[src/rtl/fft_p_s_out_if.sv]
// Frame-load / serial-output bundle between the FFT result stage and the serial consumer.
// The master side presents frames; the slave side (the converter) streams words out.
interface fft_p_s_out_if #(
  parameter int N = 8,
  parameter int W = 34
);
  logic           load;
  logic [N*W-1:0] data_in;
  logic           ready;
  logic [W-1:0]   data_out;
  logic           out_valid;
  logic           frame_start;
  logic           frame_end;
  logic           overrun;

  modport master (
    output load, data_in,
    input  ready, data_out, out_valid, frame_start, frame_end, overrun
  );

  modport slave (
    input  load, data_in,
    output ready, data_out, out_valid, frame_start, frame_end, overrun
  );
endinterface

[src/rtl/fft_p_s_out.sv]
// Parallel-to-serial FFT output converter: one frame loaded per strobe, streamed one word
// per clock in natural frequency order, with a shadow buffer for gap-free back-to-back frames.
module fft_p_s_out #(
  parameter int N      = 8,
  parameter int W      = 34,
  parameter int BITREV = 1
) (
  input  logic          clk,
  input  logic          rst_n,
  fft_p_s_out_if.slave  bus
);
  localparam int              LOG2N = $clog2(N);
  localparam logic [LOG2N-1:0] LAST = LOG2N'(N - 1);

  typedef enum logic {IDLE, SHIFT} state_t;

  state_t           state;
  logic [LOG2N-1:0] cnt;
  logic [LOG2N-1:0] rd_idx;
  logic             shadow_full;
  logic [W-1:0]     active [N];
  logic [W-1:0]     shadow [N];

  logic last_word;
  logic take_shadow;
  logic take_direct;
  logic fill_shadow;
  logic load_idle;

  function automatic logic [LOG2N-1:0] bitrev(input logic [LOG2N-1:0] k);
    logic [LOG2N-1:0] r;
    for (int b = 0; b < LOG2N; b++) begin
      r[b] = k[LOG2N-1-b];
    end
    return r;
  endfunction

  assign bus.ready   = !shadow_full;
  assign last_word   = (state == SHIFT) && (cnt == LAST);
  assign take_shadow = last_word && shadow_full;
  assign take_direct = last_word && !shadow_full && bus.load;
  assign fill_shadow = (state == SHIFT) && !last_word && !shadow_full && bus.load;
  assign load_idle   = (state == IDLE) && bus.load;
  assign rd_idx      = (BITREV != 0) ? bitrev(cnt) : cnt;

  // Frame storage: contents are don't-care after reset, so no reset here.
  always_ff @(posedge clk) begin
    for (int i = 0; i < N; i++) begin
      if (load_idle || take_direct) begin
        active[i] <= bus.data_in[i*W +: W];
      end else if (take_shadow) begin
        active[i] <= shadow[i];
      end
      if (fill_shadow) begin
        shadow[i] <= bus.data_in[i*W +: W];
      end
    end
  end

  // Control and registered serial output.
  always_ff @(posedge clk or negedge rst_n) begin
    if (!rst_n) begin
      state           <= IDLE;
      cnt             <= '0;
      shadow_full     <= 1'b0;
      bus.data_out    <= '0;
      bus.out_valid   <= 1'b0;
      bus.frame_start <= 1'b0;
      bus.frame_end   <= 1'b0;
      bus.overrun     <= 1'b0;
    end else begin
      bus.overrun <= bus.load && shadow_full;
      case (state)
        IDLE: begin
          bus.data_out    <= '0;
          bus.out_valid   <= 1'b0;
          bus.frame_start <= 1'b0;
          bus.frame_end   <= 1'b0;
          if (bus.load) begin
            cnt   <= '0;
            state <= SHIFT;
          end
        end
        SHIFT: begin
          bus.data_out    <= active[rd_idx];
          bus.out_valid   <= 1'b1;
          bus.frame_start <= (cnt == '0);
          bus.frame_end   <= (cnt == LAST);
          cnt             <= cnt + 1'b1;
          if (cnt == LAST) begin
            // cnt wraps to 0 on its own; only the empty-handed case leaves SHIFT.
            if (shadow_full) begin
              shadow_full <= 1'b0;
            end else if (!bus.load) begin
              state <= IDLE;
            end
          end else if (bus.load && !shadow_full) begin
            shadow_full <= 1'b1;
          end
        end
        default: state <= IDLE;
      endcase
    end
  end
endmodule
[src/flat_wrapper.sv]
// flat-port wrapper written by rule: the top's interface ports become plain ports
module fft_p_s_out_flat 
#(
  parameter int N      = 8,
  parameter int W      = 34,
  parameter int BITREV = 1
)
  (clk, rst_n, bus_load, bus_data_in, bus_ready, bus_data_out, bus_out_valid, bus_frame_start, bus_frame_end, bus_overrun);
  fft_p_s_out_if #(.N(N), .W(W)) bus_i ();
  input  logic clk;
  input  logic rst_n;
  input wire logic [$bits(bus_i.load)-1:0] bus_load;
  input wire logic [$bits(bus_i.data_in)-1:0] bus_data_in;
  output wire logic [$bits(bus_i.ready)-1:0] bus_ready;
  output wire logic [$bits(bus_i.data_out)-1:0] bus_data_out;
  output wire logic [$bits(bus_i.out_valid)-1:0] bus_out_valid;
  output wire logic [$bits(bus_i.frame_start)-1:0] bus_frame_start;
  output wire logic [$bits(bus_i.frame_end)-1:0] bus_frame_end;
  output wire logic [$bits(bus_i.overrun)-1:0] bus_overrun;
  assign bus_i.load = bus_load;
  assign bus_i.data_in = bus_data_in;
  assign bus_ready = bus_i.ready;
  assign bus_data_out = bus_i.data_out;
  assign bus_out_valid = bus_i.out_valid;
  assign bus_frame_start = bus_i.frame_start;
  assign bus_frame_end = bus_i.frame_end;
  assign bus_overrun = bus_i.overrun;
  fft_p_s_out #(.N(N), .W(W), .BITREV(BITREV)) u_core (.clk(clk), .rst_n(rst_n), .bus(bus_i));
endmodule
[config.mk]
export PLATFORM = sky130hd
export DESIGN_NAME = fft_p_s_out_flat
export DESIGN_NICKNAME = d
export VERILOG_FILES = /design/src/rtl/fft_p_s_out_if.sv /design/src/rtl/fft_p_s_out.sv /design/src/flat_wrapper.sv
export SDC_FILE = /design/constraint.sdc
export NUM_CORES = 1
export LEC_CHECK = 0
export CELL_PAD_IN_SITES_DETAIL_PLACEMENT = 1
export CELL_PAD_IN_SITES_GLOBAL_PLACEMENT = 2
export CORE_MARGIN = 3
export CORE_UTILIZATION = 28
export CTS_CLUSTER_SIZE = 10
export DETAILED_ROUTE_END_ITERATION = 8
export GPL_ROUTABILITY_DRIVEN = 0
export HOLD_SLACK_MARGIN = 0.08
export PLACE_DENSITY_LB_ADDON = 0.1
export SETUP_SLACK_MARGIN = 0.1
export SYNTH_ARGS = -nofsm -noshare
export SYNTH_HDL_FRONTEND = slang
export SYNTH_SLANG_ARGS = --single-unit
[constraint.sdc]
create_clock -name clk -period 31.5 [get_ports clk]
set_input_delay 9.45 -clock clk [delete_from_list [all_inputs] [get_ports clk]]
set_output_delay 9.45 -clock clk [all_outputs]
set_load 0.005 [all_outputs]
# == Yosys cells after proc, flatten, opt, wreduce, memory -nomap -nowiden ==
# Memories as Yosys holds them, arrays and structs flattened.
# Index checks and enable logic that the tools add are counted.
# word_totals
ff_bits,43
latchBits,0
ram_bits,544
rom_bits,0
in_bits,275
out_inout_bits,39
wordCells,65
mem_count,2
# op_classes
n_addsub,1
mul,0
div_mod_pow,0
order_cmp,0
eq_ne,2
n_shift,0
muxes,27
bitwise,9
reduce_logical,16
# mem_list
name,words,word_bits,rd,rd_ports_with_merged_regs,wr,line,text
u_core.active,8,34,1,0,8,fft_p_s_out.sv:21,logic [W-1:0] active [N];
u_core.shadow,8,34,8,0,8,fft_p_s_out.sv:22,logic [W-1:0] shadow [N];
# op_table
cell,n
34-bit 2-to-1 mux,8
34-bit case mux with 2 select lines,1
1-bit 2-to-1 mux,12
1-bit logical AND,10
1-bit OR,8
1-bit case mux with 2 select lines,4
3-bit case mux with 2 select lines,1
"3-bit by 1-bit adder with 3-bit output, second input constant",1
"3-bit equality test, second input constant",1
3-bit zero test,1
3-bit 2-to-1 mux,1
1-bit zero test,2
"2-bit != test, second input constant",1
2-bit AND reduction,1
2-bit nonzero test,1
1-bit logical OR,1
1-bit inverter,1

# == Logic depth before layout (Yosys ltp) ==
# Gate-level depths: netlist of the first run.
# logic_depth
ltp_word,8
ltp_mapped,8
ltp_nobuf,5

# == Worst setup path after synthesis of the first run ==
# No wires, ideal clock.
# synth_path
path_type,input to register
from,in bus_load
to,mem u_core.active[0][0] (enable)
setup_ps,996
arrival_ps,22556
required_time_ps,30504
slack_ps,7948
path_stages,2
n_path_buf,0
cell_sequence,a21oi_1 -> a21oi_1
# synth_rtl
element,line,text
from (decl),flat_wrapper.sv:12,input wire logic [$bits(bus_i.load)-1:0] bus_load;
to (decl),fft_p_s_out.sv:21,

==> flow_metrics.env, run 1 <==
export IMPL_post_drt_wl_per_cell_um=23.6
export IMPL_die_y_um=294
export IMPL_cts_tree="built"
export IMPL_grt_max_degree=142
export IMPL_grt_overflow=0
export IMPL_io_buffers=313
export IMPL_cts_resized=0
export IMPL_rsz0062_at_grt="no"
export IMPL_synthTopCellsByArea="edfxtp_1, mux2_2, mux4_2"
export IMPL_synthCells=1110
export IMPL_wl_mm=61.1
export IMPL_yosys_warnings=0
export IMPL_slowest_delay_ns=0.91
export IMPL_arrival_ns=12.27
export IMPL_post_cts_buffers=0
export IMPL_use_met3_pct=3.89
export IMPL_multiInputGateArea_um2=5480
export IMPL_synth_edf_count=544
export IMPL_nets=1732
export IMPL_cts_path_max_buffers=3
export IMPL_grt_busiest_layer="met2"
export IMPL_ios=314
export IMPL_grt_use_total_pct=14.1
export IMPL_synth_common_cells="edfxtp_1, mux2_2, mux2_4"
export IMPL_max_cap_viol_count=0
export IMPL_yosysSeqAreaShare_pct=74.9
export IMPL_grt_pass1_vias=13100
export IMPL_core_area_um2=82200
export IMPL_seq_area_um2=17400
export IMPL_clk_pin_slew_ns=0.06
export IMPL_synth_most_common_cell="edfxtp_1"
export IMPL_crit_family="buffers and inverters"
export IMPL_via_per_inst=4.44
export IMPL_worst_slew_pin_slew_ns=1.07
export IMPL_num_vias=11500
export IMPL_antenna_found_initial=17
export IMPL_worstSetupPathType="in2reg"
export IMPL_die_area_um2=86600
export IMPL_post_route_min_period_ns=12.07
export IMPL_die_w_um=294
export IMPL_first_pass_iters=4
export IMPL_grt_met2_usage_pct=24.6
export IMPL_synth_seq_cells=587
export IMPL_drive_above_1_share_pct=29.8
export IMPL_grt_pass1_wl_mm=88.9
export IMPL_setup_slack_ns=19.43
export IMPL_post_dp_hpwl_mm=38.3
export IMPL_min_path_type="reg2reg"
export IMPL_startpoint_type="input pin"
export IMPL_cp_slowest_cell="buf_4"
export IMPL_worst_path_max_fanout=69
export IMPL_synth_top_cell_area_share_pct=70.2
export IMPL_cts_max_level=3
export IMPL_hold_buffers=0
export IMPL_synthArstFlopShare_pct=7.33
export IMPL_netlist_area_um2=23300
export IMPL_status="finished clean"
export IMPL_skew_ns=0.0149
export IMPL_drt_iter0_drc=515
export IMPL_crit_required_ns=31.70
export IMPL_peakVddDrop_mv=0.0413
export IMPL_cts_sinks=587
export IMPL_area_growth_pct=27.4
export IMPL_p_per_area_nw_per_um2=88.1
export IMPL_syn_mean_instance_area_um2=21.0
export IMPL_totalNegativeSetupSlack_ns=0
export IMPL_antenna_left=0
export IMPL_setup_violations=0
export IMPL_slew_viol_final=0
export IMPL_synth_area_leader_cell="edfxtp_1"
export IMPL_power_leakage_nw=10.1
export IMPL_end_kind="register"
export IMPL_slew_limit_headroom_pct=28.5
export IMPL_drc=0
export IMPL_fmax_mhz=82.9
export IMPL_synth_distinct_cells=25
export IMPL_postLayoutCoreUtil_pct=36.0
export IMPL_synth_nets=1388
export IMPL_crit_chain="clkdlybuf4s50_1 > and4_4 > buf_4 > buf_4"
export IMPL_worstSkewPairLatency_ns=0.59
export IMPL_finalHoldViolations=0
export IMPL_cp_num_buf_inv=3
export IMPL_dp_slack_ns=18.76
export IMPL_period_share_pct=38.3
export IMPL_rows=105
export IMPL_initial_core_util_pct=28.3
export IMPL_crit_top_cell="buf_4"
export IMPL_synth_flop_cell="edfxtp_1"
export IMPL_met1_usage_pct=17.1
export IMPL_cts_inserted_buffers=72
export IMPL_root_buffer="clkbuf_16"
export IMPL_fillers=8082
-- area by class of cell --
cell class / instances / share of cell area, %
tap: 1070 / 4.52
sequential: 587 / 58.8
clock inverter: 12 / 0.270
timing repair buffer: 327 / 11.0
multi-input combinational: 461 / 18.5
clock buffer: 116 / 6.82
antenna: 11 / 0.0929
inverter: 5 / 0.0633
-- path summary, 6_finish.rpt --
kind	cells past startpoint	startpoint	end	slack (ns)
setup / recovery	4	bus_load	u_core.shadow[1][44]	19.43
hold / removal	1	u_core.shadow[0][21]	u_core.active[0][21]	0.54
setup reg to reg	6	u_core.cnt[0]	u_core.shadow[1][44]	27.44
hold reg to reg	1	u_core.shadow[0][21]	u_core.active[0][21]	0.54
max in group asynchronous	1	rst_n	u_core.cnt[0]	21.90
min in group asynchronous	1	rst_n	u_core.bus.data_out[31]	8.95
-- report_power, final --
part | internal [W] | leakage [nW] | switching, W
Sequential | 0.00112 | 5.52 | 0.0000836
Combinational | 0.000306 | 3.59 | 0.000344
Clock | 0.000438 | 1.01 | 0.000317
Total | 0.00187 | 10.1 | 0.000744
-- worst register-to-register path: cells and delay by family (launching register included) --
kind                       cells  cell delay [ns]
buffers and inverters          3             1.82
DFF                            1             0.75
adders and majority gates      2             0.54
and+or+nand+nor                1             0.52
-- registers in the layout (all words and copies together), names as in the netlist --
signal and flops:
u_core.bus.frame_start 1, u_core.shadow 272, u_core.cnt 3, u_core.state 1, u_core.bus.frame_end 1, u_core.bus.overrun 1
u_core.shadow_full 1, u_core.bus.data_out 34, u_core.active 272, u_core.bus.out_valid 1
-- metrics by stage --
stage | instances | hold slack (ns) | power [W] | instance area [um2]
6_report | 2589 | 0.541 | 0.00261 | 29600
3_5_place_dp | 2450 | 0.534 | 0.00191 | 27500
5_1_grt | 2578 | 0.550 | 0.00276 | 29600
3_3_place_gp | 2450 | 0.529 | 0.00190 | 27500
4_1_cts | 2578 | 0.540 | 0.00269 | 29600
2_1_floorplan | 1110 | 0.355 | 0.00169 | 23300
-- layout by cell type, fill, tap and decap left out, drive strengths merged, types with 9 or more instances in the layout --
cell,netlist,layout
edfxtp,544,544
clkdlybuf4s50,0,312
mux2,272,272
clkbuf,12,116
nand2,71,71
mux4,68,68
dfrtp,43,43
a21oi,36,36
buf,45,15
diode,0,11
clkinv,2,9
-- layer usage --
metal | vias up | wire (um) | share of wire, %
li1 | 5135 | - | -
met1 | 5982 | 25300 | 41
met2 | 256 | 31000 | 51
met3 | 106 | 3300 | 5.4
met4 | 10 | 1430 | 2.3
met5 | - | 62 | 0.10
-- kinds of logic after synthesis --
logic type / count (synthesis) / synth area share, %
compound gates: 41 / 0.920
fa+ha+maj: 3 / 0.161
buf+inv: 62 / 1.68
flops: 587 / 74.9
mux: 340 / 21.0
simple gates: 77 / 1.32
Note: power is estimated with default switching activity, not from simulation.
==> inputs of run 2 (changes only) <==
clock period = 11.8 ns   (was 31.5 ns; I/O delays follow)
==> run 2 against run 1 <==
Die area is the same. Utilization grew 0.13 points. Power grew to 2.7 times the previous value. Via count shrank 0.29%. Global-route usage shrank 0.096 points. Clock skew grew 0.0085 ns. Critical path depth is the same. Sequential share of layout area shrank 0.21 points. Critical endpoint is now u_core.shadow[1][83].
==> flow_metrics.env, run 2 (same netlist as run 1, synthesis figures left out) <==
export IMPL_status="finished clean"
export IMPL_cts_resized=0
export IMPL_slowest_delay_ns=0.67
export IMPL_peakVddDrop_mv=0.135
export IMPL_die_w_um=294
export IMPL_die_area_um2=86600
export IMPL_grt_use_total_pct=14.0
export IMPL_cts_tree="built"
export IMPL_max_cap_viol_count=0
export IMPL_rows=105
export IMPL_min_path_type="reg2reg"
export IMPL_fmax_mhz=171
export IMPL_grt_pass1_wl_mm=88.5
export IMPL_worst_slew_pin_slew_ns=1.08
export IMPL_arrival_ns=6.06
export IMPL_post_route_min_period_ns=5.86
export IMPL_cts_sinks=587
export IMPL_post_dp_hpwl_mm=37.9
export IMPL_power_leakage_nw=10.2
export IMPL_io_buffers=313
export IMPL_grt_max_degree=147
export IMPL_period_share_pct=49.6
export IMPL_cts_path_max_buffers=3
export IMPL_slew_viol_final=0
export IMPL_finalHoldViolations=0
export IMPL_startpoint_type="input pin"
export IMPL_cp_slowest_cell="and4_4"
export IMPL_post_drt_wl_per_cell_um=23.5
export IMPL_drt_iter0_drc=579
export IMPL_hold_buffers=0
export IMPL_skew_ns=0.0234
export IMPL_p_per_area_nw_per_um2=237
export IMPL_setup_slack_ns=5.94
export IMPL_post_cts_buffers=0
export IMPL_postLayoutCoreUtil_pct=36.2
export IMPL_initial_core_util_pct=28.3
export IMPL_wl_mm=60.7
export IMPL_crit_family="buffers and inverters"
export IMPL_end_kind="register"
export IMPL_crit_top_cell="buf_4"
export IMPL_via_per_inst=4.44
export IMPL_worst_path_max_fanout=47
export IMPL_post_route_cell_area_um2=29700
export IMPL_grt_pass1_vias=13000
export IMPL_drc=0
export IMPL_cts_max_level=3
export IMPL_dp_slack_ns=5.30
export IMPL_place_area_um2=27500
export IMPL_crit_chain="clkdlybuf4s50_1 > and4_4 > buf_4 > buf_4"
export IMPL_nets=1734
export IMPL_core_area_um2=82200
export IMPL_cts_inserted_buffers=72
export IMPL_antenna_left=0
export IMPL_worstSkewPairLatency_ns=0.59
export IMPL_first_pass_iters=4
export IMPL_drive_above_1_share_pct=30.3
export IMPL_grt_overflow=0
export IMPL_totalNegativeSetupSlack_ns=0
export IMPL_die_y_um=294
export IMPL_cp_num_buf_inv=3
export IMPL_clk_pin_slew_ns=0.06
export IMPL_root_buffer="clkbuf_16"
export IMPL_rsz0062_at_grt="no"
export IMPL_area_growth_pct=27.9
export IMPL_num_vias=11500
export IMPL_worstSetupPathType="in2reg"
export IMPL_setup_violations=0
export IMPL_slew_limit_headroom_pct=28.1
export IMPL_crit_required_ns=12.00
export IMPL_biggestRegsByFlops="u_core.active x272, u_core.shadow x272, u_core.bus.data_out x34"
export IMPL_ios=314
export IMPL_final_cell_mix="edfxtp_1, clkdlybuf4s50_1, mux2_2"
export IMPL_antenna_found_initial=13
export IMPL_final_common_cell="edfxtp_1"
run 2: worst paths after layout:
path / from / endpoint / slack [ns] / cells past startpoint
max in group asynchronous: rst_n / u_core.cnt[0] / 8.07 / 2
min in group asynchronous: rst_n / u_core.bus.data_out[29] / 3.13 / 2
hold / removal: u_core.shadow[0][125] / u_core.active[3][23] / 0.54 / 1
hold reg to reg: u_core.shadow[0][125] / u_core.active[3][23] / 0.54 / 1
setup reg to reg: u_core.cnt[0] / u_core.active[5][16] / 7.50 / 7
setup / recovery: bus_load / u_core.shadow[1][83] / 5.94 / 4
run 2: final cells by class:
type                       count  area (um2)
fill                        8081       52500
antenna                        4        10.0
inverter                       5        18.8
sequential                   587       17400
tap                         1070        1340
timing repair buffer         329        3290
multi-input combinational    461        5480
clock inverter                 9        78.8
clock buffer                 115        2110
run 2: per-stage QoR:
step | hold WS [ns] | power, W | std cells
global route | 0.552 | 0.00744 | 2576
CTS | 0.531 | 0.00725 | 2576
finish | 0.536 | 0.00704 | 2580
detailed placement | 0.534 | 0.00511 | 2452
floorplan | 0.355 | 0.00444 | 1110
global placement | 0.529 | 0.00509 | 2452
run 2: where the power goes:
| part | leakage (nW) | switching (W) | total (W) | internal (W) |
|---|---|---|---|---|
| clock network | 1.06 | 0.000841 | 0.00208 | 0.00124 |
| registers | 5.52 | 0.000214 | 0.00321 | 0.00299 |
| logic | 3.61 | 0.000928 | 0.00175 | 0.000824 |
| total | 10.2 | 0.00198 | 0.00704 | 0.00506 |
run 2: worst register-to-register path: stages (launching register included):
cell and delay, ns:
dfrtp_4 0.76, ha_1 0.36, ha_1 0.20, and2_4 0.19, nand2_4 0.37, buf_4 0.83
buf_12 0.74, mux2_2 0.60
run 2: routing by layer:
layer  part of all wire (%)  GRT usage [%]  routed length [um]
met1                     43           17.6               26000
met5                   0.21              0                 127
met3                    5.2           3.61                3180
met2                     49           23.7               29800
met4                    2.6           4.49                1600
